File: config.mk
export PLATFORM = sky130hd
export DESIGN_NAME = counter_run_ctrl
export DESIGN_NICKNAME = d
export VERILOG_FILES = /design/src/rtl/counter_run_ctrl_pkg.sv /design/src/rtl/counter_run_ctrl_cnt.sv /design/src/rtl/counter_run_ctrl.sv
export SDC_FILE = /design/constraint.sdc
export NUM_CORES = 1
export LEC_CHECK = 0
export BUFFER_PORTS_ARGS = -buffer_cell sky130_fd_sc_hd__buf_4
export CORE_UTILIZATION = 35
export DETAILED_ROUTE_END_ITERATION = 6
export HOLD_SLACK_MARGIN = 0.12
export MAX_ROUTING_LAYER = met4
export PLACE_DENSITY = 0.54
export REMOVE_ABC_BUFFERS = 1
export SYNTH_ARGS = -nofsm -noshare
export SYNTH_HDL_FRONTEND = slang
export SYNTH_SLANG_ARGS = --single-unit
File: constraint.sdc
create_clock -name CLK -period 1.6 [get_ports CLK]
set_input_delay 0.08 -clock CLK [delete_from_list [all_inputs] [get_ports CLK]]
set_output_delay 0.08 -clock CLK [all_outputs]
set_load 0.005 [all_outputs]
File: src/rtl/counter_run_ctrl_pkg.sv
// Shared types and constants for the counter run controller.
// Holds the state encoding, default widths and stored-configuration reset values.
package counter_run_ctrl_pkg;

    typedef enum logic [0:0] {
        IDLE = 1'b0,
        RUN  = 1'b1
    } state_e;

    localparam int unsigned DEF_WIDTH     = 4;
    localparam int unsigned DEF_DIV_WIDTH = 4;

    // The stored limit resets to all-ones; replicate this bit to the limit width.
    localparam logic LIMIT_RST_BIT = 1'b1;
    localparam logic PERIODIC_RST  = 1'b0;

endpackage

File: src/rtl/counter_run_ctrl_cnt.sv
// Counter datapath: count register with synchronous clear and increment,
// plus the terminal-count compare against the stored limit.
module counter_run_ctrl_cnt
    import counter_run_ctrl_pkg::*;
#(
    parameter int unsigned WIDTH = DEF_WIDTH
) (
    input  logic             clk,
    input  logic             rst,
    input  logic             clr,
    input  logic             inc,
    input  logic [WIDTH-1:0] limit,
    output logic [WIDTH-1:0] count,
    output logic             at_limit
);

    logic [WIDTH-1:0] r_count;

    // Clear has priority so a wrap at terminal count never also increments.
    always_ff @(posedge clk or posedge rst) begin
        if (rst) begin
            r_count <= '0;
        end else if (clr) begin
            r_count <= '0;
        end else if (inc) begin
            r_count <= r_count + WIDTH'(1);
        end
    end

    assign count    = r_count;
    assign at_limit = (r_count == limit);

endmodule

File: src/rtl/counter_run_ctrl.sv
// Run/stop sequencer for a WIDTH-bit up-counter with a registered terminal-count tick.
// Define COUNTER_RUN_CTRL_PRESCALE_EN to add the cfg_div prescaler input.
module counter_run_ctrl
    import counter_run_ctrl_pkg::*;
#(
    parameter int unsigned WIDTH     = DEF_WIDTH,
    parameter int unsigned DIV_WIDTH = DEF_DIV_WIDTH
) (
    input  logic                 CLK,
    input  logic                 ASYNCRESET,
    input  logic                 cfg_valid,
    output logic                 cfg_ready,
    input  logic [WIDTH-1:0]     cfg_limit,
    input  logic                 cfg_periodic,
`ifdef COUNTER_RUN_CTRL_PRESCALE_EN
    input  logic [DIV_WIDTH-1:0] cfg_div,
`endif
    input  logic                 start,
    input  logic                 stop,
    output logic [WIDTH-1:0]     count,
    output logic                 busy,
    output logic                 tick
);

    state_e           r_state;
    state_e           w_state_nxt;
    logic [WIDTH-1:0] r_limit;
    logic             r_periodic;
    logic             r_tick;
    logic             w_cfg_fire;
    logic             w_advance;
    logic             w_at_limit;
    logic             w_clr;
    logic             w_inc;
    logic             w_tick_nxt;

    assign w_cfg_fire = cfg_valid && (r_state == IDLE);

`ifdef COUNTER_RUN_CTRL_PRESCALE_EN
    logic [DIV_WIDTH-1:0] r_div_q;
    logic [DIV_WIDTH-1:0] r_div;

    always_ff @(posedge CLK or posedge ASYNCRESET) begin
        if (ASYNCRESET) begin
            r_limit    <= {WIDTH{LIMIT_RST_BIT}};
            r_periodic <= PERIODIC_RST;
            r_div_q    <= '0;
        end else if (w_cfg_fire) begin
            r_limit    <= cfg_limit;
            r_periodic <= cfg_periodic;
            r_div_q    <= cfg_div;
        end
    end

    // Held at zero outside RUN, so every launch starts from a fresh divider phase.
    always_ff @(posedge CLK or posedge ASYNCRESET) begin
        if (ASYNCRESET) begin
            r_div <= '0;
        end else if ((r_state != RUN) || w_advance) begin
            r_div <= '0;
        end else begin
            r_div <= r_div + DIV_WIDTH'(1);
        end
    end

    assign w_advance = (r_div == r_div_q);
`else
    always_ff @(posedge CLK or posedge ASYNCRESET) begin
        if (ASYNCRESET) begin
            r_limit    <= {WIDTH{LIMIT_RST_BIT}};
            r_periodic <= PERIODIC_RST;
        end else if (w_cfg_fire) begin
            r_limit    <= cfg_limit;
            r_periodic <= cfg_periodic;
        end
    end

    assign w_advance = 1'b1;

    // DIV_WIDTH stays in the parameter list so both builds share one interface.
    if (DIV_WIDTH == 0) begin : g_no_prescaler
    end
`endif

    always_ff @(posedge CLK or posedge ASYNCRESET) begin
        if (ASYNCRESET) begin
            r_state <= IDLE;
            r_tick  <= 1'b0;
        end else begin
            r_state <= w_state_nxt;
            r_tick  <= w_tick_nxt;
        end
    end

    always_comb begin
        w_state_nxt = r_state;
        w_clr       = 1'b0;
        w_inc       = 1'b0;
        w_tick_nxt  = 1'b0;
        unique case (r_state)
            IDLE: begin
                if (start && !stop) begin
                    w_state_nxt = RUN;
                    w_clr       = 1'b1;
                end
            end
            RUN: begin
                // A terminal-count edge always wraps and ticks; stop only forces the exit.
                if (w_advance && w_at_limit) begin
                    w_clr      = 1'b1;
                    w_tick_nxt = 1'b1;
                    if (!r_periodic || stop) begin
                        w_state_nxt = IDLE;
                    end
                end else begin
                    w_inc = w_advance && !stop;
                    if (stop) begin
                        w_state_nxt = IDLE;
                    end
                end
            end
            default: w_state_nxt = IDLE;
        endcase
    end

    counter_run_ctrl_cnt #(
        .WIDTH (WIDTH)
    ) u_cnt (
        .clk      (CLK),
        .rst      (ASYNCRESET),
        .clr      (w_clr),
        .inc      (w_inc),
        .limit    (r_limit),
        .count    (count),
        .at_limit (w_at_limit)
    );

    assign cfg_ready = (r_state == IDLE);
    assign busy      = (r_state == RUN);
    assign tick      = r_tick;

endmodule

==> metrics.csv <==
metric,value,unit
RePlAce Congestion,0.779,
die area,1750,µm²
global-route wire length before repair,2060,µm
Post-synth EDFFs,0,
overall routed net length,1160,µm
PortBufs,16,
Ys Warns,0,
Residual DRC,0,
Initial Utilization,37.3,%
Die Span Y,41.8,µm
period utilization,94.1,%
reg2reg setup slack,0.09,ns
top post-synthesis cells by area,"dfrtp_1 (32%), dfstp_2 (19%), xor2_1 (6.3%)",
# nets final,90,
CP arrival,1.71,ns
clock sink count,11,
Mean Syn Cell Area,11.3,µm²
Num CTS Buffers,3,
"area leader, netlist",dfrtp_1,
Max Freq,664,MHz
Worst-Margin Slew,0.422,ns
Yosys reg bits,11,
share of the yosys chip area belonging to registers,50.5,%
htree depth,1,
final setup fails,0,
WL/cell,12.3,µm
placed cell area,714,µm²
total power,0.836,mW
Critical Path End Type,flop,
final antenna-violating net count,0,
"Distinct cells, synth",25,
core area,1490,µm²
Setup TNS,0,ns
critical path required time,1.80,ns
post-synth top area share,31.5,%
Critical Path Source Type,flop,
Inserted Diodes,0,
endpoints failing hold,0,
MaxCap Viol Count,0,
Cells after Synth,49,
DRT iter0 DRCs,7,
Worst-path clk slew,0.07,ns
crit path max fanout,4,
Hold Path Class,in2reg,
TritonCTS clock tree,done,
PD cells,1010,nW/µm²
Lkg Pwr,0.386,nW
status,finished clean,
Ports,17,
Die Wd,41.8,µm
Commonest cells post-synth,"dfrtp_1 (7), dfstp_2 (4), inv_1 (4), xor2_1 (4)",
Clock Skew,0.00300,ns
First-pass DRT Iterations,3,
Filler Cell Count,132,
hpwl dp,832,µm
total grt overflow,0,
Root Driver,clkbuf_4,
via count,458,
min Tclk post-route,1.51,ns
share of cells above drive strength 1,47.4,%
FP Rows,14,
Total GRT Usage,16.6,%
worst skew pair latency,0.27,ns
fraction of registers with async set/reset,100,%
CP Class,reg2reg,
largest buffer count on any clock path,2,
P&R area growth vs syn,49.1,%
"Cell Area, Synth",556,µm²
Synth Flop Type,dfrtp_1,
top-count cell post-synth,dfrtp_1,
largest net degree at the start of global routing,12,
number of global-route vias before repair,462,
Slew headroom,71.8,%
RSZ-0062 raised after global routing,no,
fin util,55.6,%
initial antenna violation count,0,
Vias/cell,4.87,
VDD IR-drop max,0.000548,V
Final Max Tran Viols,0,
Post-Layout Inst Area,828,µm²
[per-stage QoR]
| stage | cells | hold WS, ns | setup WS (ns) |
|---|---|---|---|
| final | 94 | 0.194 | 0.0941 |
| after global routing | 94 | 0.213 | 0.0132 |
| after CTS | 94 | 0.192 | 0.0197 |
| after detailed placement | 83 | 0.0993 | -0.0161 |
| after global placement | 83 | 0.106 | 0.0510 |
| after floorplan | 47 | -0.0704 | 0.162 |
[cell usage in the layout, fill, tap and decap left out]
master / instances
o211ai_1: 2
xor2_2: 1
nand2_1: 3
buf_4: 20
nor2b_1: 1
clkbuf_1: 1
nor4_4: 1
dfrtp_1: 7
nand2b_1: 1
dfstp_2: 4
o21ai_1: 1
mux2_1: 1
ha_1: 1
or4_4: 1
o21ai_0: 2
nor2_1: 3
nand3b_1: 1
o2bb2ai_1: 2
o31a_2: 1
o21ai_2: 1
nand3_1: 1
a211oi_2: 1
and2_2: 1
inv_1: 4
xor2_1: 3
dlygate4sd3_1: 7
clkbuf_4: 3
mux2_2: 3
[per-layer routing]
metal  routed length [µm]  GRT usage [%]
met5                    0              -
met4                    0           7.74
met3                   48           6.52
met2                  567           22.2
met1                  542           21.9
[cell families (layout without fill, tap and decap cells)]
kind of cell	after synthesis	in the layout	synth area share, %
and+or+nand+nor	13	13	14.0
buffers and inverters	6	35	4.73
AOI/OAI and AO/OA	10	10	14.2
muxes	4	4	8.11
adders and majority gates	1	1	2.25
xor gates and xnor gates	4	4	6.31
DFF	11	11	50.5
[sequential cells by signal, summed over array words and instances (netlist names)]
name	cells
u_cnt.count	4
r_periodic	1
r_limit	4
busy	1
tick	1
[worst max-delay path, cell delays in order (launching register included)]
cell     delay [ns]
dfstp_2        0.54
xor2_1         0.23
nor4_4         0.09
or4_4          0.52
o21ai_2        0.06
[power breakdown]
| group | switching, mW | internal [mW] |
|---|---|---|
| logic | 0.124 | 0.152 |
| clock network | 0.0937 | 0.0964 |
| registers | 0.0363 | 0.333 |
[what timing repair did]
action,in CTS,in global routing
hold buffers,7,0
setup endpoints to repair,5,5
setup buffers,0,0
gates resized for setup,1,2
cloned,0,0
pin swaps,0,0
endpoints found under the hold margin,14,0
[area by class of cell]
cell class	count	area [µm²]	share of cell area [%]
clock buffer	4	26.3	3.17
inverter	4	15.0	1.81
multi-input combinational	32	267	32.2
sequential	11	280	33.8
tap	16	20.0	2.42
timing repair buffer	27	220	26.6
[final timing paths]
kind	end	cells after the start	from
min	busy	3	start
max in group asynchronous	r_limit[3]	3	ASYNCRESET
max	u_cnt.count[3]	4	r_limit[0]
max reg2reg	u_cnt.count[3]	4	r_limit[0]
min reg2reg	busy	2	r_periodic
min in group asynchronous	busy	3	ASYNCRESET
Note: power is estimated with default switching activity, not from simulation.
